===== src/rtl/api_rx_arb.sv =====
// rtl/api_rx_arb.sv - packet-level round-robin arbiter feeding the shared rx FIFO
// Optional first-word channel tagging is enabled by defining API_RX_TAG_EN.
module api_rx_arb #(
    parameter int CH_NUM     = 2,
    parameter int PKT_LEN    = 2,
    parameter int FIFO_DEPTH = 512
) (
    input  logic                clk,
    input  logic                rst,
    input  logic [CH_NUM-1:0]   ch_en,
    input  logic [CH_NUM-1:0]   req,
    input  logic [32*CH_NUM-1:0] din,
    output logic [CH_NUM-1:0]   ack,
    output logic                rx_fifo_wr_en,
    output logic [31:0]         rx_fifo_din,
    input  logic [9:0]          rx_fifo_data_count,
    output logic                busy,
    output logic [5:0]          grant_ch,
    output logic [15:0]         pkt_cnt
);

    typedef enum logic [1:0] {IDLE, ARB, XFER, GAP} state_t;

    state_t             state;
    logic [5:0]         ptr;
    logic [3:0]         word_cnt;
    logic [CH_NUM-1:0]  pend;
    logic [10:0]        free;
    logic               pick_valid;
    logic [5:0]         pick;
    logic               cur_req;
    logic [31:0]        cur_word;
    logic [31:0]        out_word;
    logic [5:0]         next_ptr;

    assign pend     = req & ch_en;
    assign busy     = (state != IDLE);
    assign next_ptr = (grant_ch == 6'(CH_NUM - 1)) ? 6'd0 : grant_ch + 6'd1;

    // An over-reported occupancy means no room at all rather than a wrapped free count.
    always_comb begin
        if ({1'b0, rx_fifo_data_count} > 11'(FIFO_DEPTH))
            free = 11'd0;
        else
            free = 11'(FIFO_DEPTH) - {1'b0, rx_fifo_data_count};
    end

    always_comb begin
        int idx;
        idx        = 0;
        pick_valid = 1'b0;
        pick       = 6'd0;
        for (int k = 0; k < CH_NUM; k++) begin
            idx = int'(ptr) + k;
            if (idx >= CH_NUM)
                idx = idx - CH_NUM;
            if (!pick_valid && pend[idx]) begin
                pick_valid = 1'b1;
                pick       = 6'(idx);
            end
        end
    end

    always_comb begin
        cur_req  = 1'b0;
        cur_word = 32'd0;
        ack      = '0;
        for (int k = 0; k < CH_NUM; k++) begin
            if (6'(k) == grant_ch) begin
                cur_req  = req[k];
                cur_word = din[32*k +: 32];
                ack[k]   = (state == XFER) && req[k];
            end
        end
    end

`ifdef API_RX_TAG_EN
    assign out_word = (word_cnt == 4'd0) ? {grant_ch, cur_word[25:0]} : cur_word;
`else
    assign out_word = cur_word;
`endif

    always_ff @(posedge clk or posedge rst) begin
        if (rst) begin
            state         <= IDLE;
            ptr           <= 6'd0;
            grant_ch      <= 6'd0;
            word_cnt      <= 4'd0;
            pkt_cnt       <= 16'd0;
            rx_fifo_wr_en <= 1'b0;
            rx_fifo_din   <= 32'd0;
        end else begin
            rx_fifo_wr_en <= |ack;
            if (|ack)
                rx_fifo_din <= out_word;
            case (state)
                IDLE: begin
                    if (|pend)
                        state <= ARB;
                end
                ARB: begin
                    if (!pick_valid) begin
                        state <= IDLE;
                    end else if (free >= 11'(PKT_LEN)) begin
                        grant_ch <= pick;
                        word_cnt <= 4'd0;
                        state    <= XFER;
                    end
                end
                XFER: begin
                    // A dropped req just stalls the packet; it never times out.
                    if (cur_req) begin
                        word_cnt <= word_cnt + 4'd1;
                        if (word_cnt == 4'(PKT_LEN - 1))
                            state <= GAP;
                    end
                end
                GAP: begin
                    pkt_cnt <= pkt_cnt + 16'd1;
                    ptr     <= next_ptr;
                    state   <= (|pend) ? ARB : IDLE;
                end
                default: state <= IDLE;
            endcase
        end
    end

endmodule


===== config.mk =====
export PLATFORM = sky130hd
export DESIGN_NAME = api_rx_arb
export DESIGN_NICKNAME = d
export VERILOG_FILES = /design/src/rtl/api_rx_arb.sv
export SDC_FILE = /design/constraint.sdc
export NUM_CORES = 1
export LEC_CHECK = 0
export CELL_PAD_IN_SITES_DETAIL_PLACEMENT = 0
export CELL_PAD_IN_SITES_GLOBAL_PLACEMENT = 1
export CORE_UTILIZATION = 30
export DETAILED_ROUTE_END_ITERATION = 10
export PLACE_DENSITY_LB_ADDON = 0.1
export SLEW_MARGIN = 30
export SYNTH_ARGS = -nofsm -noshare
export SYNTH_HDL_FRONTEND = slang
export SYNTH_SLANG_ARGS = --single-unit

===== constraint.sdc =====
create_clock -name clk -period 2.05 [get_ports clk]
set_clock_uncertainty 0.1 [all_clocks]
set_input_delay 0.41 -clock clk [delete_from_list [all_inputs] [get_ports clk]]
set_output_delay 0.41 -clock clk [all_outputs]
set_load 0.005 [all_outputs]

== Yosys cells after proc, flatten, opt, wreduce, memory -nomap -nowiden ==
Cells that the tools add are included.

* Add/sub/neg operators: 7
* $mul: 0
* Div/mod/pow operators: 0
* $lt $le $gt $ge: 6
* Equality and inequality tests: 12
* Shift-type cells: 0
* Mux-type cells: 31
* Bitwise gates (word level): 1
* Reductions and logical operators: 13

{| class="wikitable"
|+ Operators by type and width
! operator !! count
|-
| 32-bit two-way mux || 4
|-
| 32-bit by 3-bit less-than comparator with 1-bit output (second input constant) || 2
|-
| 6-bit two-way mux || 3
|-
| 16-bit by 1-bit adder with 16-bit output (second input constant) || 1
|-
| 1-bit two-way mux || 13
|-
| 4-bit two-way mux || 3
|-
| 11-bit by 2-bit >= comparator with 1-bit output (second input constant) || 1
|-
| 11-bit two-way mux || 1
|-
| 10-bit by 10-bit subtractor with 11-bit output (first input constant) || 1
|-
| 10-bit > comparator (second input constant) || 1
|-
| 2-bit two-way mux || 5
|-
| 2-bit inequality test (second input constant) || 4
|-
| 2-bit case mux with 4 select lines || 1
|-
| 4-bit case mux with 2 select lines || 1
|-
| 4-bit AND reduction || 2
|-
| 7-bit by 2-bit subtractor with 8-bit output (second input constant) || 1
|-
| 6-bit by 1-bit adder with 7-bit output (second input constant) || 1
|-
| 7-bit by 2-bit >= comparator with 1-bit output (second input constant) || 1
|-
| 6-bit by 2-bit subtractor with 7-bit output (second input constant) || 1
|-
| 6-bit by 1-bit adder with 6-bit output (second input constant) || 1
|-
| 1-bit by 6-bit equality test with 1-bit output (first input constant) || 1
|-
| 6-bit by 1-bit equality test with 1-bit output (second input constant) || 1
|-
| 6-bit by 2-bit >= comparator with 1-bit output (second input constant) || 1
|-
| 6-bit logical NOT || 1
|-
| other kinds (13) || 18
|}

* Bits in registers: 67
* Bits in latches: 0
* Bits in writable memories: 0
* Memory bits (read-only): 0
* Input port bits: 80
* Output and inout port bits: 58
* Word-level logic and storage cells: 77
* Memories kept: 0

== Depth between registers and ports, before layout ==
* Depth after elaboration: 11
* Gate-level depth with buffers: 9
* Depth with buffers taken out: 7

== Worst setup path after synthesis ==
No wires, ideal clock.

* Path type: register -> register
* Start: register ptr[1]
* End: register grant_ch[2]
* Library setup time: 0.083 ns
* Arrival: 1.916 ns
* Required time: 1.867 ns
* Setup slack: -0.049 ns
* Cell stages (with the launch flop): 8
* Buffers on the path: 0
* Clock period less this slack: 2.099 ns
* Cell sequence: dfrtp_1 inv_1 ha_1 or3b_4 nor3_2 mux2_2 o22a_1 o21ai_0

* Longest elaborated chain between the ends: 10
* Elaborated cells between the ends (all ways): 20
* Classes of those cells: add/sub: 3; order compare: 2; mux: 12; reduce/logical: 3

{| class="wikitable"
|+ RTL lines
! element !! RTL line !! RTL
|-
| start, declared || 25 || <nowiki>logic [5:0] ptr;</nowiki>
|-
| start signal, assigned || 120 || <nowiki>ptr <= next_ptr;</nowiki>
|-
| parallel branches: the longest is 10 deep, another holds 6-bit by 1-bit adder with 7-bit output || n/a ||
|-
| end signal, assigned || 105 || <nowiki>grant_ch <= pick;</nowiki>
|-
| end, declared || 18 || <nowiki>output logic [5:0] grant_ch,</nowiki>
|}

Parallel ways; which one is timed is not known. The select of a mux whose other input is x is not followed.
A chain may end at the register's enable or synchronous reset.

== Worst setup path in the final report ==
* Start: register grant_ch[5]
* End: output ack[1]

* Longest elaborated chain between the ends: 2

{| class="wikitable"
|+ RTL lines
! element !! RTL line !! RTL
|-
| 1-bit by 6-bit equality test with 1-bit output || 69 || <nowiki>if (6'(k) == grant_ch) begin</nowiki>
|-
| 1-bit two-way mux || 69 ||
|-
| end, declared || 13 || <nowiki>output logic [CH_NUM-1:0] ack,</nowiki>
|}

Every way passes these cells.

==> out/results.ini <==
[clock_network]
cts_buffer_depth=2
cts_tree=yes
clk_pin_slew_worst_paths_ps=60
htree_levels=3
clk_latency_ps=330
cts_num_sinks=67
cts_root_buf=clkbuf_16
cts_made_buffers=9

[global_routing]
overflow=0
gr-usage-met3=0.0529
grt_pass1_wl_um=17900
grtUsageMet2=0.285
grt_pass1_vias=3461
busiest_layer=met2
grt_start_max_net_pins=68
track_usage=0.183
antenna_found_initial=0
grt_util_met1=0.238

[sta]
worst_slack_ps=-65.2
post-route-min-period_ps=2120
worst_slew_pin_slew_ps=377
setup_violations=20
max_freq_mhz=473
relSlewSlack=0.747
finalHoldViolCount=0
timing.final.crit_share=1.03
drv_slew=0
rsz0062_at_grt=yes

[detailed_routing]
firstDrtPassIters=9
vias_per_cell=4.93
wirelength_um=11100
remaining_drc_errors=3
num_vias=3547
first_iter_violations=103
ant_nets=0
wl_per_cell_um=15.4

[placement]
dp_cells=688
gp_congestion=0.811
portBuffers=137
dp_hpwl_um=7580

[critical_path]
r2r_slack_ps=-30
reg2reg_to=rx_fifo_din[31]
worst_setup_path_start_kind=flip-flop
crit_chain=nor4_4 > and2_4 > and3_4 > buf_6
cp_slowest_cell=dfrtp_1
critPathMaxFanout=2
cpPeakStageDelay_ps=410
r2r_cells=7
required_ps=1540
worstSetupEndpointType=primary output
crit_type=flip-flop to primary output
r2r-start=grant_ch[5]
crit_buf_inv=1
cpLargestDelayFamily=simple AND/OR/NAND/NOR gates
cp.arrival_ps=1610

[layout]
layout_commonest_cell=clkdlybuf4s50_1
n_fill_cell=1078
fin_cells=720
final_nets=665
diodes=0
area_delta_synth_final_pct=73.8
layout_common_cells=clkdlybuf4s50_1 (132), dfrtp_1 (65), buf_4 (48), nor2_1 (34), a22oi_1 (32)
layout-drive-gt1-share=0.267

[outcome]
violations=design-rule violations, negative setup slack
outcome=finished with violations

[logic_synthesis]
syn_area_per_cell_um2=9.58
synth_fa_ha_area_frac=0.0447
synth_cell_types=53
synth_seq_cells=67
synth_mux_area_frac=0.00618
synth_edf_count=0
synth_fp_nets=473
ys_async_sr_fraction=1.00
synth_top_family_by_area=compound AO/OA/AOI/OAI gates
synthSimpleGateAreaFrac=0.180
synth-main-ff-cell=dfrtp_1
synth_compound_area_frac=0.196
synthXorXnorAreaFrac=0.0673
yosysWarnings=0
synthCells=380
yosysSeqAreaShare=0.460
synth_area_um2=3640

[floorplanning]
start_util=0.314
rows=39
coreArea_um2=11600
io_pins=138
die_h_um=112
die-width_um=112
die_area_um2=12600

[pwr]
p_per_area_nw_per_um2=1240
p_leak_nw=2.60
ir_drop_v=0.000494
finalPower_mw=7.87

[min_path]
hold-path-endpoint=pkt_cnt[15]
hold_class=flip-flop to flip-flop
whs_path_depth=1
worst_hold_startpoint=pkt_cnt[15]

[flow_run]
maxCapViolations=0

==> report_power, final <==
group | internal (mW) | leakage, nW | switching, mW
clock | 0.942 | 0.139 | 0.601
combinational | 2.34 | 1.62 | 1.78
sequential | 1.81 | 0.845 | 0.400
total | 5.10 | 2.60 | 2.78
==> logic make-up (layout without fill, tap and decap cells) <==
family / after synthesis / in the layout
xor gates and xnor gates: 28 / 28
AOI/OAI and AO/OA: 106 / 106
adders and majority gates: 13 / 13
muxes: 2 / 2
DFF: 67 / 67
buffers and inverters: 34 / 231
and+or+nand+nor: 130 / 130
==> cell usage after synthesis, types with 4 or more instances <==
| master | n | share of area |
|---|---|---|
| a21oi_1 | 38 | 0.052 |
| a22oi_1 | 32 | 0.066 |
| and2_1 | 4 | 0.0069 |
| and3_1 | 5 | 0.0086 |
| buf_2 | 6 | 0.0082 |
| clkbuf_1 | 9 | 0.0093 |
| dfrtp_1 | 67 | 0.46 |
| ha_1 | 13 | 0.045 |
| inv_1 | 14 | 0.014 |
| nand2_1 | 29 | 0.030 |
| nand3_1 | 12 | 0.016 |
| nand4_1 | 5 | 0.0086 |
| nor2_1 | 46 | 0.047 |
| nor3_1 | 4 | 0.0055 |
| o21ai_0 | 7 | 0.0096 |
| o22a_1 | 5 | 0.012 |
| o31ai_1 | 5 | 0.010 |
| xnor2_1 | 15 | 0.036 |
| xor2_1 | 13 | 0.031 |
==> stage by stage <==
stage | utilization | TNS [ps] | hold WS [ps] | cell area (µm²) | worst slack [ps]
after floorplan | - | 0 | 368 | 3650 | 45.8
after global placement | 0.474 | -11060 | 364 | 5500 | -452
after detailed placement | 0.474 | -11500 | 371 | 5500 | -490
after CTS | 0.520 | -1740 | 386 | 6040 | -92.7
after global routing | 0.545 | -3280 | 395 | 6330 | -125
final | 0.545 | -389 | 378 | 6330 | -65.2
==> worst max path at each step <==
stage	end	depth (start not counted)	slack, ps	start
5_1_grt	rx_fifo_din[9]	7	-130	grant_ch[5]
6_report	ack[1]	4	-70	grant_ch[5]
3_3_place_gp	grant_ch[5]	8	-450	rx_fifo_data_count[0]
2_1_floorplan	grant_ch[2]	7	50	ptr[2]
3_5_place_dp	grant_ch[4]	8	-490	rx_fifo_data_count[1]
4_1_cts	ack[0]	4	-90	grant_ch[3]
==> layer usage <==
metal / share of wire / up-vias
met1: 0.44 / 1702
met2: 0.48 / 95
met4: 0.014 / 0
met3: 0.060 / 11
met5: 0 / -
li1: - / 1739
==> worst register-to-register path, cell delays in order (launching register included) <==
cell     delay, ps
dfrtp_1        410
nor4_4         360
and2_4         230
buf_12         190
a31o_4         330
buf_12         160
buf_16         120
a21oi_1         60
==> repair_timing <==
action                     in CTS  in global routing
gates resized for setup        33                 55
hold buffers                    0                  0
buffers inserted                8                  4
setup endpoints to repair      47                 41
cloned                          3                  4
pin swaps                       7                 11
==> area by class of cell <==
cell class	count	area [µm²]	share of cell area
clock buffer	10	229	0.0362
clock inverter	6	63.8	0.0101
inverter	14	56.3	0.00889
multi-input combinational	279	2080	0.328
sequential	67	1680	0.265
tap	143	179	0.0283
timing repair buffer	201	2050	0.323
==> flip-flops by register name, summed over array words and instances (netlist names), named ones only <==
signal / count
rx_fifo_wr_en: 1
ptr: 6
word_cnt: 4
pkt_cnt: 16
state: 1
rx_fifo_din: 32
grant_ch: 6
Note: power is estimated with default switching activity, not from simulation.
